`src/rtl/rib_xbar.sv`:
```
// rib_xbar: register-bus crossbar, NUM_M masters to NUM_S slaves, fixed-priority or round-robin arbitration.
// Latency: grant, slave enables and broadcast address/data in the request cycle; read response one cycle later.
// Backpressure: one transfer per cycle; losing requesters see m_hold_o and keep their request asserted.
//
// Ports:
//   clk_i, rst_n_i          clock, synchronous active-low reset
//   m_req_i/m_we_i          per-master request and write qualifier
//   m_addr_i/m_wdata_i      per-master address / write data, master k at [k*W +: W]
//   m_gnt_o/m_hold_o        one-hot grant (combinational) and per-master stall
//   m_rvalid_o/m_rdata_o    registered one-hot read valid and its data
//   m_err_o                 decode error flag alongside m_rvalid_o
//   s_addr_o/s_wdata_o      broadcast address (top nibble cleared) and write data
//   s_wen_o/s_ren_o         one-hot slave write / read enables
//   s_rdata_i               slave read data, valid one cycle after s_ren_o
module rib_xbar #(
   parameter int NUM_M    = 2,
   parameter int NUM_S    = 8,
   parameter int ARB_MODE = 1,
   parameter int AW       = 32,
   parameter int DW       = 32
) (
   input  logic                clk_i,
   input  logic                rst_n_i,
   input  logic [NUM_M-1:0]    m_req_i,
   input  logic [NUM_M-1:0]    m_we_i,
   input  logic [NUM_M*AW-1:0] m_addr_i,
   input  logic [NUM_M*DW-1:0] m_wdata_i,
   output logic [NUM_M-1:0]    m_gnt_o,
   output logic [NUM_M-1:0]    m_hold_o,
   output logic [NUM_M-1:0]    m_rvalid_o,
   output logic [DW-1:0]       m_rdata_o,
   output logic                m_err_o,
   output logic [AW-1:0]       s_addr_o,
   output logic [DW-1:0]       s_wdata_o,
   output logic [NUM_S-1:0]    s_wen_o,
   output logic [NUM_S-1:0]    s_ren_o,
   input  logic [NUM_S*DW-1:0] s_rdata_i
);

   localparam int MW = (NUM_M > 1) ? $clog2(NUM_M) : 1;

   logic [MW-1:0] rr_ptr_q,   rr_ptr_d;
   logic          pend_vld_q, pend_vld_d;
   logic [MW-1:0] pend_m_q,   pend_m_d;
   logic [3:0]    pend_s_q,   pend_s_d;
   logic          pend_err_q, pend_err_d;

   logic          gnt_vld;
   logic [MW-1:0] gnt_idx;
   logic [AW-1:0] sel_addr;
   logic [DW-1:0] sel_wdata;
   logic          sel_we;
   logic [3:0]    sel_s;
   logic          dec_err;
   logic [DW-1:0] rdata_sel;
   logic          rsp_vld;

   // Search order starts at rr_ptr (round-robin) or 0 (fixed). The loop walks the
   // order backwards so the last hit, which is the one kept, is the first in order.
   always_comb begin : arb
      int            base;
      int            cand;
      logic [MW-1:0] cand_idx;
      base     = (ARB_MODE == 1) ? int'(rr_ptr_q) : 0;
      cand     = 0;
      cand_idx = '0;
      gnt_vld  = 1'b0;
      gnt_idx  = '0;
      if (rst_n_i) begin
         for (int i = NUM_M - 1; i >= 0; i--) begin
            cand     = (base + i) % NUM_M;
            cand_idx = MW'(cand);
            if (m_req_i[cand_idx]) begin
               gnt_vld = 1'b1;
               gnt_idx = cand_idx;
            end
         end
      end
   end

   always_comb begin
      sel_addr  = m_addr_i[gnt_idx*AW +: AW];
      sel_wdata = m_wdata_i[gnt_idx*DW +: DW];
      sel_we    = m_we_i[gnt_idx];
      sel_s     = sel_addr[AW-1 -: 4];
      dec_err   = ({1'b0, sel_s} >= 5'(NUM_S));
   end

   // Broadcast buses are zero when idle so slaves never see a floating address.
   // An out-of-range index matches no slave, which drops writes and mutes reads.
   always_comb begin
      m_gnt_o   = '0;
      s_wen_o   = '0;
      s_ren_o   = '0;
      s_addr_o  = '0;
      s_wdata_o = '0;
      if (gnt_vld) begin
         m_gnt_o[gnt_idx] = 1'b1;
         s_addr_o         = {4'b0000, sel_addr[AW-5:0]};
         s_wdata_o        = sel_wdata;
         for (int s = 0; s < NUM_S; s++) begin
            if (sel_s == 4'(s)) begin
               s_wen_o[s] = sel_we;
               s_ren_o[s] = ~sel_we;
            end
         end
      end
   end

   assign m_hold_o = m_req_i & ~m_gnt_o;

   always_comb begin
      rr_ptr_d = rr_ptr_q;
      if (gnt_vld) begin
         rr_ptr_d = (gnt_idx == MW'(NUM_M - 1)) ? '0 : gnt_idx + MW'(1);
      end
      // Decode-error reads still take a response slot (with err set).
      pend_vld_d = gnt_vld & ~sel_we;
      pend_m_d   = gnt_idx;
      pend_s_d   = sel_s;
      pend_err_d = dec_err;
   end

   always_ff @(posedge clk_i) begin
      if (!rst_n_i) begin
         rr_ptr_q   <= '0;
         pend_vld_q <= 1'b0;
         pend_m_q   <= '0;
         pend_s_q   <= '0;
         pend_err_q <= 1'b0;
      end else begin
         rr_ptr_q   <= rr_ptr_d;
         pend_vld_q <= pend_vld_d;
         pend_m_q   <= pend_m_d;
         pend_s_q   <= pend_s_d;
         pend_err_q <= pend_err_d;
      end
   end

   always_comb begin
      rdata_sel = '0;
      for (int s = 0; s < NUM_S; s++) begin
         if (pend_s_q == 4'(s)) rdata_sel = s_rdata_i[s*DW +: DW];
      end
   end

   // A read granted just before reset asserts must not surface during the reset cycle.
   assign rsp_vld = pend_vld_q & rst_n_i;

   always_comb begin
      m_rvalid_o = '0;
      m_rdata_o  = '0;
      m_err_o    = 1'b0;
      if (rsp_vld) begin
         m_rvalid_o[pend_m_q] = 1'b1;
         m_err_o              = pend_err_q;
         m_rdata_o            = pend_err_q ? '0 : rdata_sel;
      end
   end

endmodule

```
`config.mk`:
```
export PLATFORM = sky130hd
export DESIGN_NAME = rib_xbar
export DESIGN_NICKNAME = d
export VERILOG_FILES = /design/src/rtl/rib_xbar.sv
export SDC_FILE = /design/constraint.sdc
export NUM_CORES = 1
export LEC_CHECK = 0
export ABC_CLOCK_PERIOD_IN_PS = 1900
export CORE_AREA = 2 2 199 201
export CTS_CLUSTER_DIAMETER = 30
export DETAILED_ROUTE_END_ITERATION = 8
export DIE_AREA = 0 0 201 203
export HOLD_SLACK_MARGIN = 0.02
export SYNTH_ARGS = -nofsm -noshare
export SYNTH_HDL_FRONTEND = slang
export SYNTH_SLANG_ARGS = --single-unit
```
`constraint.sdc`:
```
create_clock -name clk_i -period 1.9 [get_ports clk_i]
set_input_delay 0.19 -clock clk_i [delete_from_list [all_inputs] [get_ports clk_i]]
set_output_delay 0.19 -clock clk_i [all_outputs]
set_load 0.02 [all_outputs]
```
==> qor.txt <==
status -> finished with violations
violated checks -> negative setup slack
critical path buffer and inverter count -> 4
crit-path cells -> buf_12 > buf_6 > nor3b_4 > buf_6 > o21ai_1 > o21ai_1 > o21ai_1 > a21oi_1 > buf_4
worst-case vdd ir drop -> 201 uV
final worst path period need -> 2090 ps
nature of the critical path startpoint -> register
Slew Viols, Final -> 0
die area -> 0.0408 mm^2
Synth Area per Inst -> 5.64 um^2
core utilization of the finished layout -> 29.8%
worst-case reg-to-reg path depth -> 7
initial antenna violation count -> 7
Total Nets Final -> 1664
Worst R2R Start -> rr_ptr_q
critical-path cell with the highest stage delay -> sky130_fd_sc_hd__dfxtp_4
DRC viols -> 0
maximum level of the CTS H-tree -> 1
Hold Crit Endpoint -> rr_ptr_q
share of layout cells above drive strength 1 -> 31.6%
total CTS buffers -> 3
Cells on Worst Hold Path -> 2
commonest cells after routing, fill and taps aside -> sky130_fd_sc_hd__clkdlybuf4s50_1, sky130_fd_sc_hd__nand2_1, sky130_fd_sc_hd__buf_4
routability-driven placement congestion ratio -> 0.991
DIE WIDTH -> 201 um
DR vias/cell -> 4.26
starting utilization of the core area -> 10.0%
PD cells -> 289 mW/mm^2
primary flip-flop cell chosen by synthesis mapping -> sky130_fd_sc_hd__dfxtp_1
relative max-transition margin -> 56.0%
post-route clock period utilization -> 110%
floorplan die height -> 203 um
total power -> 3.31 mW
latest clock arrival within the worst-skew pair -> 240 ps
aggregate global routing overflow -> 0
portion of the post-synthesis area used by sequential elements -> 3.63%
share of flip-flops with an asynchronous set or reset -> 0%
routed length per placed instance -> 19.7 um
min-delay worst type -> register to register
Leak Pwr -> 4.62 nW
sequential standard cell area -> 153 um^2
number of buffers inserted by port buffering -> 504
arrival time of data at the critical path endpoint -> 1900 ps
number of clock sinks seen by CTS -> 7
critical path endpoint category -> output pin
total I/O pin count -> 509
source of the worst hold timing path -> rr_ptr_q
row count -> 72
overall routing resource usage -> 16.1%
placed wire-length estimate -> 28.2 mm
number of global-route vias before repair -> 8135
largest net degree at the start of global routing -> 32
Seq cells post-synth -> 7
slack of the worst reg-to-reg path -> 150 ps
delay contributed by the slowest stage of the critical path -> 370 ps
setup repair after global routing missed its margin -> true
multi-input logic area -> 0.00404 mm^2
Hold Vio Cnt, Final -> 0
destination of the worst register-to-register timing path -> pend_s_q[3]
count of flip-flops with a built-in enable after synthesis -> 0
wire length of the first global-routing pass -> 49.7 mm
Max Fclk -> 477 MHz
number of maximum-capacitance violations -> 0
Reg clk slew, reported paths -> 40 ps
Syn. warnings -> 0
DRC marker count from the first detailed-route iteration -> 314
total wirelength of the detailed-routed design -> 35.4 mm
worst path required time -> 1710 ps
Ant. Diodes -> 0
crit path max fanout -> 6
Filler Cells Inserted -> 4177
area growth from synthesis to layout -> 197%
number of nets with antenna violations after detailed routing -> 0
Worst Setup Slack, final -> -194 ps
Initial DRT Pass Iterations -> 5
Core ar. -> 0.0385 mm^2
hold bufs inserted after CTS -> 0
Post-Synthesis Cell Area -> 0.00386 mm^2
final setup skew -> 6.00 ps
via count of the routed design -> 7626
synthesized instance count -> 685
dominant cell type by count on the critical path -> sky130_fd_sc_hd__o21ai_1
# setup viols final -> 37
crit path kind -> register to output pin
kind of cell adding the most delay to the critical path -> buffers and inverters
Worst Tran Pin Value -> 655 ps
maximum buffer depth of the clock tree -> 2
clock root buffer master -> sky130_fd_sc_hd__clkbuf_16
CTS tree -> done
most frequent standard cell in the layout excluding fill and tap cells -> sky130_fd_sc_hd__clkdlybuf4s50_1
number of library cell types mapped by synthesis -> 48
[Yosys cell counts, types with 2 or more instances]
cell	number	area, um^2
sky130_fd_sc_hd__nor2b_1	7	43.8
sky130_fd_sc_hd__a31oi_1	4	25.0
sky130_fd_sc_hd__nand2b_1	11	68.8
sky130_fd_sc_hd__inv_1	4	15.0
sky130_fd_sc_hd__a21boi_0	7	52.6
sky130_fd_sc_hd__a2bb2oi_1	9	78.8
sky130_fd_sc_hd__a22oi_1	13	97.6
sky130_fd_sc_hd__o21ai_1	16	80.1
sky130_fd_sc_hd__nand3_1	54	270
sky130_fd_sc_hd__mux2i_1	46	460
sky130_fd_sc_hd__a22o_1	9	78.8
sky130_fd_sc_hd__buf_6	5	56.3
sky130_fd_sc_hd__clkbuf_1	20	75.1
sky130_fd_sc_hd__buf_1	4	15.0
sky130_fd_sc_hd__buf_4	10	75.1
sky130_fd_sc_hd__a221o_1	5	50.1
sky130_fd_sc_hd__o22ai_1	9	56.3
sky130_fd_sc_hd__nor2_2	2	12.5
sky130_fd_sc_hd__nor2_1	66	248
sky130_fd_sc_hd__or2_2	2	12.5
sky130_fd_sc_hd__nor2_4	2	22.5
sky130_fd_sc_hd__or3_1	7	43.8
sky130_fd_sc_hd__buf_2	29	145
sky130_fd_sc_hd__a21oi_1	76	380
sky130_fd_sc_hd__and3_1	5	31.3
sky130_fd_sc_hd__a221oi_1	5	43.8
sky130_fd_sc_hd__nand2_1	151	567
sky130_fd_sc_hd__a211oi_1	6	45.0
sky130_fd_sc_hd__nor3b_1	2	15.0
sky130_fd_sc_hd__dfxtp_1	7	140
sky130_fd_sc_hd__nand3b_1	2	15.0
sky130_fd_sc_hd__o21ai_0	67	335
sky130_fd_sc_hd__a31o_1	8	70.1
[flip-flops by register name, summed over array words and instances (netlist names)]
| signal | count |
|---|---|
| pend_m_q | 1 |
| pend_s_q | 4 |
| pend_vld_q | 1 |
| rr_ptr_q | 1 |
[metal layers]
layer	vias up	track usage [%]	share of wire (%)
met4	4	4.66	3.6
met1	3529	16.0	35
met5	-	0	0.065
met2	420	31.9	53
li1	3612	-	-
met3	61	4.77	7.9
[power breakdown]
part | total [mW] | internal [mW] | switching [mW]
clock | 0.376 | 0.278 | 0.0983
combinational | 2.77 | 1.57 | 1.20
sequential | 0.169 | 0.157 | 0.0115
total | 3.31 | 2.00 | 1.31
[worst max-delay path by stage]
stage | startpoint | endpoint | depth (start not counted)
after CTS | pend_s_q[1] | m_rdata_o[17] | 8
after global routing | pend_s_q[1] | m_rdata_o[17] | 8
after floorplan | pend_s_q[1] | m_rdata_o[13] | 6
after global placement | rst_n_i | m_rdata_o[20] | 9
final | pend_s_q[1] | m_rdata_o[24] | 9
after detailed placement | rst_n_i | m_rdata_o[20] | 9
[worst min-delay path: stages, from the launching register on]
cell and delay, ps:
sky130_fd_sc_hd__dfxtp_2 320, sky130_fd_sc_hd__buf_4 110, sky130_fd_sc_hd__a21oi_1 50
[per-stage QoR]
stage	area [um^2]	worst slack, ps	instances	TNS, ps	hold WS (ps)
3_5_place_dp	10200	-673	1742	-55020	531
4_1_cts	10800	-239	1785	-5420	524
6_report	11500	-194	1791	-4210	526
2_1_floorplan	3870	160	688	0	335
3_3_place_gp	10200	-679	1742	-53440	521
5_1_grt	11500	-270	1791	-7960	546
[cells by family (layout without fill, tap and decap cells)]
group / count (synthesis) / in the layout / synth area share [%]
multiplexers: 46 / 46 / 11.9
AO/OA/AOI/OAI: 237 / 237 / 36.8
AND/OR/NAND/NOR: 318 / 320 / 36.8
flip-flops: 7 / 7 / 3.63
other: 1 / 4 / 0.0971
buffers and inverters: 76 / 659 / 10.7
[timing repair]
item	CTS	global route
pin swaps	30	60
setup buffers	28	9
gates cloned	11	2
gates resized for setup	541	177
setup endpoints to repair	114	86
[layout make-up]
| cell class | count | share of cell area [%] |
|---|---|---|
| Multi-Input combinational cell | 607 | 35.3 |
| Clock inverter | 1 | 0.0437 |
| Timing Repair Buffer | 648 | 56.6 |
| Clock buffer | 3 | 0.655 |
| Tap cell | 518 | 5.66 |
| Timing Repair inverter | 1 | 0.0546 |
| Sequential cell | 7 | 1.33 |
| Inverter | 6 | 0.415 |
Power figures use the tool's default switching activity.
